$ cat src/rtl/wb_cmd_master_if.sv
// Bundle of the command/response streams and the Wishbone classic bus seen by wb_cmd_master.
// The master modport is the initiator's view; the slave modport is the view of whatever drives it.
interface wb_cmd_master_if #(
    parameter int unsigned AW = 32,
    parameter int unsigned DW = 32
);
    localparam int unsigned SW = DW / 8;

    // command stream
    logic          i_cmd_valid;
    logic          o_cmd_ready;
    logic          i_cmd_we;
    logic [AW-1:0] i_cmd_addr;
    logic [DW-1:0] i_cmd_data;
    logic [SW-1:0] i_cmd_sel;

    // response stream
    logic          o_rsp_valid;
    logic          i_rsp_ready;
    logic [DW-1:0] o_rsp_data;
    logic          o_rsp_err;

    // Wishbone classic bus
    logic          o_wb_cyc;
    logic          o_wb_stb;
    logic          o_wb_we;
    logic [AW-1:0] o_wb_addr;
    logic [DW-1:0] o_wb_data;
    logic [SW-1:0] o_wb_sel;
    logic          i_wb_ack;
    logic [DW-1:0] i_wb_data;

    modport master (
        input  i_cmd_valid, i_cmd_we, i_cmd_addr, i_cmd_data, i_cmd_sel,
        output o_cmd_ready,
        output o_rsp_valid, o_rsp_data, o_rsp_err,
        input  i_rsp_ready,
        output o_wb_cyc, o_wb_stb, o_wb_we, o_wb_addr, o_wb_data, o_wb_sel,
        input  i_wb_ack, i_wb_data
    );

    modport slave (
        output i_cmd_valid, i_cmd_we, i_cmd_addr, i_cmd_data, i_cmd_sel,
        input  o_cmd_ready,
        input  o_rsp_valid, o_rsp_data, o_rsp_err,
        output i_rsp_ready,
        input  o_wb_cyc, o_wb_stb, o_wb_we, o_wb_addr, o_wb_data, o_wb_sel,
        output i_wb_ack, i_wb_data
    );
endinterface

$ cat src/rtl/wb_cmd_master.sv
// Wishbone classic single-transfer initiator: one command in, one bus cycle out, one response back.
// A stalled slave is reported as an error response after TIMEOUT cycles (TIMEOUT = 0 waits forever).
module wb_cmd_master #(
    parameter int unsigned AW      = 32,
    parameter int unsigned DW      = 32,
    parameter int unsigned TIMEOUT = 64
) (
    input  logic            i_clk,
    input  logic            rst,
    wb_cmd_master_if.master bus
);
    localparam int unsigned SW      = DW / 8;
    localparam int unsigned CW      = (TIMEOUT > 0) ? $clog2(TIMEOUT + 1) : 1;
    localparam logic        TO_EN   = (TIMEOUT != 0);
    localparam logic [CW-1:0] TO_LAST = CW'(TIMEOUT - 1);

    typedef enum logic [1:0] {
        IDLE = 2'd0,
        BUS  = 2'd1,
        RESP = 2'd2
    } state_t;

    state_t        state_q, state_d;
    logic [CW-1:0] cnt_q, cnt_d;
    logic          cmd_ready_q, cmd_ready_d;
    logic          cyc_q, cyc_d;
    logic          we_q, we_d;
    logic [AW-1:0] addr_q, addr_d;
    logic [DW-1:0] data_q, data_d;
    logic [SW-1:0] sel_q, sel_d;
    logic          rsp_valid_q, rsp_valid_d;
    logic [DW-1:0] rsp_data_q, rsp_data_d;
    logic          rsp_err_q, rsp_err_d;

    // State and all outputs are registered; reset also abandons any cycle in flight.
    always_ff @(posedge i_clk or posedge rst) begin
        if (rst) begin
            state_q     <= IDLE;
            cnt_q       <= '0;
            cmd_ready_q <= 1'b1;
            cyc_q       <= 1'b0;
            we_q        <= 1'b0;
            addr_q      <= '0;
            data_q      <= '0;
            sel_q       <= '0;
            rsp_valid_q <= 1'b0;
            rsp_data_q  <= '0;
            rsp_err_q   <= 1'b0;
        end else begin
            state_q     <= state_d;
            cnt_q       <= cnt_d;
            cmd_ready_q <= cmd_ready_d;
            cyc_q       <= cyc_d;
            we_q        <= we_d;
            addr_q      <= addr_d;
            data_q      <= data_d;
            sel_q       <= sel_d;
            rsp_valid_q <= rsp_valid_d;
            rsp_data_q  <= rsp_data_d;
            rsp_err_q   <= rsp_err_d;
        end
    end

    // Next-state and next-output logic; every register holds unless a transition updates it.
    always_comb begin
        state_d     = state_q;
        cnt_d       = cnt_q;
        cmd_ready_d = cmd_ready_q;
        cyc_d       = cyc_q;
        we_d        = we_q;
        addr_d      = addr_q;
        data_d      = data_q;
        sel_d       = sel_q;
        rsp_valid_d = rsp_valid_q;
        rsp_data_d  = rsp_data_q;
        rsp_err_d   = rsp_err_q;

        unique case (state_q)
            IDLE: begin
                if (bus.i_cmd_valid && cmd_ready_q) begin
                    we_d        = bus.i_cmd_we;
                    addr_d      = bus.i_cmd_addr;
                    data_d      = bus.i_cmd_data;
                    sel_d       = bus.i_cmd_sel;
                    cyc_d       = 1'b1;
                    cnt_d       = '0;
                    cmd_ready_d = 1'b0;
                    state_d     = BUS;
                end
            end

            BUS: begin
                cnt_d = cnt_q + CW'(1);
                // An ack on the expiry edge still counts as a successful transfer.
                if (bus.i_wb_ack) begin
                    cyc_d       = 1'b0;
                    rsp_valid_d = 1'b1;
                    rsp_data_d  = we_q ? '0 : bus.i_wb_data;
                    rsp_err_d   = 1'b0;
                    state_d     = RESP;
                end else if (TO_EN && (cnt_q == TO_LAST)) begin
                    cyc_d       = 1'b0;
                    rsp_valid_d = 1'b1;
                    rsp_data_d  = '0;
                    rsp_err_d   = 1'b1;
                    state_d     = RESP;
                end
            end

            RESP: begin
                if (bus.i_rsp_ready) begin
                    rsp_valid_d = 1'b0;
                    cmd_ready_d = 1'b1;
                    state_d     = IDLE;
                end
            end

            default: begin
                state_d     = IDLE;
                cyc_d       = 1'b0;
                rsp_valid_d = 1'b0;
                cmd_ready_d = 1'b1;
            end
        endcase
    end

    assign bus.o_cmd_ready = cmd_ready_q;
    assign bus.o_wb_cyc    = cyc_q;
    assign bus.o_wb_stb    = cyc_q;
    assign bus.o_wb_we     = we_q;
    assign bus.o_wb_addr   = addr_q;
    assign bus.o_wb_data   = data_q;
    assign bus.o_wb_sel    = sel_q;
    assign bus.o_rsp_valid = rsp_valid_q;
    assign bus.o_rsp_data  = rsp_data_q;
    assign bus.o_rsp_err   = rsp_err_q;
endmodule

$ cat src/flat_wrapper.sv
// flat-port wrapper written by rule: the top's interface ports become plain ports
module wb_cmd_master_flat 
#(
    parameter int unsigned AW      = 32,
    parameter int unsigned DW      = 32,
    parameter int unsigned TIMEOUT = 64
)
  (i_clk, rst, bus_i_cmd_valid, bus_i_cmd_we, bus_i_cmd_addr, bus_i_cmd_data, bus_i_cmd_sel, bus_o_cmd_ready, bus_o_rsp_valid, bus_o_rsp_data, bus_o_rsp_err, bus_i_rsp_ready, bus_o_wb_cyc, bus_o_wb_stb, bus_o_wb_we, bus_o_wb_addr, bus_o_wb_data, bus_o_wb_sel, bus_i_wb_ack, bus_i_wb_data);
  wb_cmd_master_if #(.AW(AW), .DW(DW)) bus_i ();
  input  logic i_clk;
  input  logic rst;
  input wire logic [$bits(bus_i.i_cmd_valid)-1:0] bus_i_cmd_valid;
  input wire logic [$bits(bus_i.i_cmd_we)-1:0] bus_i_cmd_we;
  input wire logic [$bits(bus_i.i_cmd_addr)-1:0] bus_i_cmd_addr;
  input wire logic [$bits(bus_i.i_cmd_data)-1:0] bus_i_cmd_data;
  input wire logic [$bits(bus_i.i_cmd_sel)-1:0] bus_i_cmd_sel;
  output wire logic [$bits(bus_i.o_cmd_ready)-1:0] bus_o_cmd_ready;
  output wire logic [$bits(bus_i.o_rsp_valid)-1:0] bus_o_rsp_valid;
  output wire logic [$bits(bus_i.o_rsp_data)-1:0] bus_o_rsp_data;
  output wire logic [$bits(bus_i.o_rsp_err)-1:0] bus_o_rsp_err;
  input wire logic [$bits(bus_i.i_rsp_ready)-1:0] bus_i_rsp_ready;
  output wire logic [$bits(bus_i.o_wb_cyc)-1:0] bus_o_wb_cyc;
  output wire logic [$bits(bus_i.o_wb_stb)-1:0] bus_o_wb_stb;
  output wire logic [$bits(bus_i.o_wb_we)-1:0] bus_o_wb_we;
  output wire logic [$bits(bus_i.o_wb_addr)-1:0] bus_o_wb_addr;
  output wire logic [$bits(bus_i.o_wb_data)-1:0] bus_o_wb_data;
  output wire logic [$bits(bus_i.o_wb_sel)-1:0] bus_o_wb_sel;
  input wire logic [$bits(bus_i.i_wb_ack)-1:0] bus_i_wb_ack;
  input wire logic [$bits(bus_i.i_wb_data)-1:0] bus_i_wb_data;
  assign bus_i.i_cmd_valid = bus_i_cmd_valid;
  assign bus_i.i_cmd_we = bus_i_cmd_we;
  assign bus_i.i_cmd_addr = bus_i_cmd_addr;
  assign bus_i.i_cmd_data = bus_i_cmd_data;
  assign bus_i.i_cmd_sel = bus_i_cmd_sel;
  assign bus_o_cmd_ready = bus_i.o_cmd_ready;
  assign bus_o_rsp_valid = bus_i.o_rsp_valid;
  assign bus_o_rsp_data = bus_i.o_rsp_data;
  assign bus_o_rsp_err = bus_i.o_rsp_err;
  assign bus_i.i_rsp_ready = bus_i_rsp_ready;
  assign bus_o_wb_cyc = bus_i.o_wb_cyc;
  assign bus_o_wb_stb = bus_i.o_wb_stb;
  assign bus_o_wb_we = bus_i.o_wb_we;
  assign bus_o_wb_addr = bus_i.o_wb_addr;
  assign bus_o_wb_data = bus_i.o_wb_data;
  assign bus_o_wb_sel = bus_i.o_wb_sel;
  assign bus_i.i_wb_ack = bus_i_wb_ack;
  assign bus_i.i_wb_data = bus_i_wb_data;
  wb_cmd_master #(.AW(AW), .DW(DW), .TIMEOUT(TIMEOUT)) u_core (.i_clk(i_clk), .rst(rst), .bus(bus_i));
endmodule
$ cat config.mk
export PLATFORM = sky130hd
export DESIGN_NAME = wb_cmd_master_flat
export DESIGN_NICKNAME = d
export VERILOG_FILES = /design/src/rtl/wb_cmd_master_if.sv /design/src/rtl/wb_cmd_master.sv /design/src/flat_wrapper.sv
export SDC_FILE = /design/constraint.sdc
export NUM_CORES = 1
export LEC_CHECK = 0
export ABC_AREA = 1
export BUFFER_PORTS_ARGS = -buffer_cell sky130_fd_sc_hd__buf_4
export CAP_MARGIN = 10
export CORE_UTILIZATION = 45
export DETAILED_ROUTE_END_ITERATION = 8
export PLACE_DENSITY = 0.88
export SETUP_SLACK_MARGIN = 0.2
export SLEW_MARGIN = 20
export SYNTH_ARGS = -nofsm -noshare
export SYNTH_HDL_FRONTEND = slang
export SYNTH_SLANG_ARGS = --single-unit
$ cat constraint.sdc
create_clock -name i_clk -period 8.13 [get_ports i_clk]
set_input_delay 1.626 -clock i_clk [delete_from_list [all_inputs] [get_ports i_clk]]
set_output_delay 1.626 -clock i_clk [all_outputs]
set_load 0.02 [all_outputs]
; ---- Word level (Yosys, flattened, before mapping)
; Cells that the tools add are included.
[totals]
inputBits = 106
word_cells = 54
output_inout_bits = 106
regBits = 114
[op_classes]
add_sub_neg = 1
n_reduce_logical = 11
bitwise_logic = 3
mux = 22
eq_ne = 6
[ops]
columns = cell, n
row1 = 32-bit two-way mux, 3
row2 = 7-bit case mux with 2 select lines, 1
row3 = 3-bit AND reduction, 4
row4 = 1-bit two-way mux, 9
row5 = 1-bit case mux with 3 select lines, 3
row6 = 2-bit two-way mux, 4
row7 = 7-bit by 1-bit adder with 7-bit output (second input constant), 1
row8 = 7-bit by 6-bit equality test with 1-bit output (second input constant), 1
row9 = 7-bit two-way mux, 1
row10 = 2-bit case mux with 3 select lines, 1
row11 = 2-bit AND reduction, 3
row12 = 2-bit nonzero test, 2
row13 = 3-bit by 2-bit inequality test with 1-bit output (second input constant), 1
row14 = 1-bit NOT, 3
row15 = 2-bit by 1-bit equality test with 1-bit output (second input constant), 1
row16 = 2-bit equality test (second input constant), 1
row17 = 2-bit zero test, 1
row18 = 2-bit by 1-bit inequality test with 1-bit output (second input constant), 1
row19 = 2-bit inequality test (second input constant), 1
row20 = 1-bit logical AND, 1

; ---- Longest topological paths before layout
[logic_depth]
word_depth = 4
mapped_depth = 8

; ---- Worst setup path before layout
; Ideal clock, no wire load.
[synth_timing]
path_type = input to register
from = input bus_i_cmd_valid
to = register u_core.data_q[22], in the netlist u_core.bus.o_wb_data[22]
arrival_ns = 2.309
path_buffers = 1
slack_ns = 5.756
stages = 5
required_ns = 8.065
cell_sequence = nand2_1 > nor3_4 > clkbuf_1 > nand2_1 > nand2_1
[synth_between]
elab_chain_cells = 2
[synth_rtl]
columns = item, line
row1 = start: declaration, flat_wrapper.sv:12  ; input wire logic [$bits(bus_i.i_cmd_valid)-1:0] bus_i_cmd_valid;
row2 = 1-bit logical AND, wb_cmd_master.sv:80  ; if (bus.i_cmd_valid && cmd_ready_q) begin
row3 = 2-bit AND reduction (no line), -
row4 = end signal: assignment, wb_cmd_master.sv:56  ; data_q <= data_d;
row5 = end: declaration, wb_cmd_master.sv:29  ; logic [DW-1:0] data_q, data_d;
; Every way passes these cells.
; A chain may end at the register's enable or synchronous reset.

; ---- Final worst setup path
[layout_timing]
from = register u_core.cmd_ready_q, in the netlist u_core.bus.o_cmd_ready
to = output bus_o_cmd_ready
[layout_lines]
columns = item, line
row1 = start: declaration, wb_cmd_master.sv:25  ; logic cmd_ready_q, cmd_ready_d;
row2 = start signal: assignment, wb_cmd_master.sv:52  ; cmd_ready_q <= cmd_ready_d;
row3 = end: declaration, flat_wrapper.sv:17  ; output wire logic [$bits(bus_i.o_cmd_ready)-1:0] bus_o_cmd_ready;
; No word-level cell between the ends.

==> results.yml <==
clock_network:
  clock_latency_ps: 490
  cts_resized: 0
  cts.sinks: 114
  cts_tree: "built"
  clockRootBuffer: "clkbuf_8"
  cts_made_buffers: 17
  cts-hold-fix-buffers: 0
  path_clk_slew_ps: 50
  postCtsSetupBuffers: 0
  h-tree-depth: 4
  clockBufferDepth: 2
placed_design:
  dp_hpwl_um: 8150
  place_congestion: 0.801
  place_area_sq_um: 6450
  port_buffers: 211
  place_inst: 909
setup_path:
  rr_startpoint: "u_core.cnt_q[0]"
  worstSetupPathType: "reg -> out"
  path_cells: "buf_4"
  max_stage_delay_ps: 580
  crit_path_end: "bus_o_cmd_ready"
  startpoint: "u_core.bus.o_cmd_ready"
  crit_buf_inv: 1
  arrival_ps: 1220
  r2r_slack_ps: 6120
  critPathMaxFanout: 4
  slowest_stage: "dfstp_2"
  worstReg2RegEnd: "u_core.bus.o_rsp_data[5]"
  cp-start-kind: "flip-flop"
  critPathTopFamily: "flip-flops"
  endpoint_kind: "output port"
  critPathRequiredTime_ps: 6500
  crit_cells: 1
  rr_worst_depth: 7
die:
  core_area_sq_um: 10400
  die_h_um: 106
  num_rows: 37
  die_area_sq_um: 11100
  chipWidth_um: 106
  io_pins: 212
  initial_core_util_pct: 46.5
layout:
  final_layout_size_suffix_gt1_share_pct: 31.7
  final_common_cell: "nand2_1"
  diodes: 0
  num-nets-final: 899
  final_area_sq_um: 7030
  layout_common_cells: "nand2_1, buf_4, dfrtp_1, inv_1, nor2_1"
  area_growth_pct: 45.7
  fin_util_pct: 67.8
  final_cells: 941
timing:
  tightest_slew_ps: 1020
  fin_tns_setup_ps: 0
  drv_slew: 0
  fmax_mhz: 351
  min_period_ps: 2850
  fin_worst_skew_ps: 7.21
  hold_violations: 0
  setup_violations: 0
  rsz0062_at_grt: "no"
  slew_headroom_pct: 31.6
  finalCritPeriodShare_pct: 35.0
route:
  antenna_left: 0
  met1_length_um: 5140
  via_per_inst: 4.69
  drt_wl_total_um: 12200
  wl_per_cell_um: 12.9
  drt_iter0_markers: 310
  drc: 0
  top_layer: "met4"
  met2_length_um: 5910
  wl_met3_um: 969
  drt_first_pass_iters: 4
  vias: 4417
global_route:
  grt_start_max_net_pins: 73
  antenna_found_initial: 0
  grt_overflow_total: 0
  grt_usage_pct: 23.1
  first_global_vias: 4356
  grt_pass1_wl_um: 20300
synthesis:
  synth_cells: 587
  synth_fp_nets: 694
  ys_async_sr_fraction_pct: 100
  synth.distinct_cells: 24
  syn_area_sq_um: 4820
  synthTopCellsByArea: "dfrtp_1, nand2_1, nand3_1"
  synth-seq-area-share_pct: 59.2
  syn_avg_cell_area_sq_um: 8.22
  synthFlopType: "dfrtp_1"
  ys_ff_latch: 114
  ys.warnings.count: 0
  synth-edff-count: 0
  yosysTopAreaCellShare_pct: 58.6
  synth_top_area_cell: "dfrtp_1"
status:
  status: "complete, no violations"
power:
  power_density_nw_per_um2: 394
  ir_worst_vdd_mv: 0.248
  p_leak_nw: 4.10
  finalPower_mw: 2.77
hold_path:
  hp-class: "reg -> reg"
job:
  cap_violations: 0
[power by group]
group	switching (mW)	total, mW	internal (mW)
clock network	0.260	0.727	0.467
logic	0.644	1.09	0.441
registers	0.153	0.955	0.802
[synthesized netlist by cell type (2+ instances only)]
| master | n |
|---|---|
| nor2_1 | 40 |
| nand2_4 | 3 |
| buf_2 | 16 |
| clkbuf_1 | 4 |
| buf_4 | 2 |
| clkbuf_4 | 2 |
| dfrtp_1 | 113 |
| nand3_1 | 39 |
| nand2_1 | 305 |
| inv_1 | 42 |
| o21ai_0 | 6 |
| buf_6 | 3 |
[per-layer routing]
layer	GRT usage [%]	vias up
met4	6.65	0
met1	29.4	2049
met3	7.05	11
met5	0	-
met2	38.3	176
li1	-	2181
[sequential cells by signal, indices dropped and copies added (netlist names), 2 cells and up]
name                   flops
u_core.cnt_q               7
u_core.bus.o_wb_addr      32
u_core.state_q             2
u_core.bus.o_rsp_data     32
u_core.bus.o_wb_sel        4
u_core.bus.o_wb_data      32
[layout make-up]
class | count | area, sq um
fill | 854 | 3340
sequential | 114 | 2850
multi-input combinational | 402 | 1660
timing repair buffer | 213 | 1600
clock buffer | 19 | 422
inverter | 44 | 170
tap | 136 | 170
clock inverter | 13 | 161
[worst min-delay path by stage]
stage                                  start                  endpoint  slack, ps  depth (start not counted)
floorplan                    u_core.cnt_q[5]           u_core.cnt_q[5]        470                          2
global placement     u_core.bus.o_wb_addr[6]   u_core.bus.o_wb_addr[6]        460                          2
detailed placement    u_core.bus.o_wb_sel[2]    u_core.bus.o_wb_sel[2]        470                          2
CTS                   u_core.bus.o_wb_sel[2]    u_core.bus.o_wb_sel[2]        480                          2
global route        u_core.bus.o_wb_addr[23]  u_core.bus.o_wb_addr[23]        500                          2
finish              u_core.bus.o_wb_data[24]  u_core.bus.o_wb_data[24]        480                          2
[kinds of logic after synthesis]
group | share of synthesized area [%]
compound gates | 1.04
fa+ha+maj | 0.259
buf+inv | 6.77
flops | 59.2
simple gates | 32.8
[per-stage QoR]
stage / hold slack [ps] / worst slack [ps]
after floorplan: 471 / 3490
after global placement: 464 / 5080
after detailed placement: 466 / 5060
after CTS: 482 / 5260
after global routing: 501 / 5240
final: 480 / 5280
Note: power is estimated with default switching activity, not from simulation.
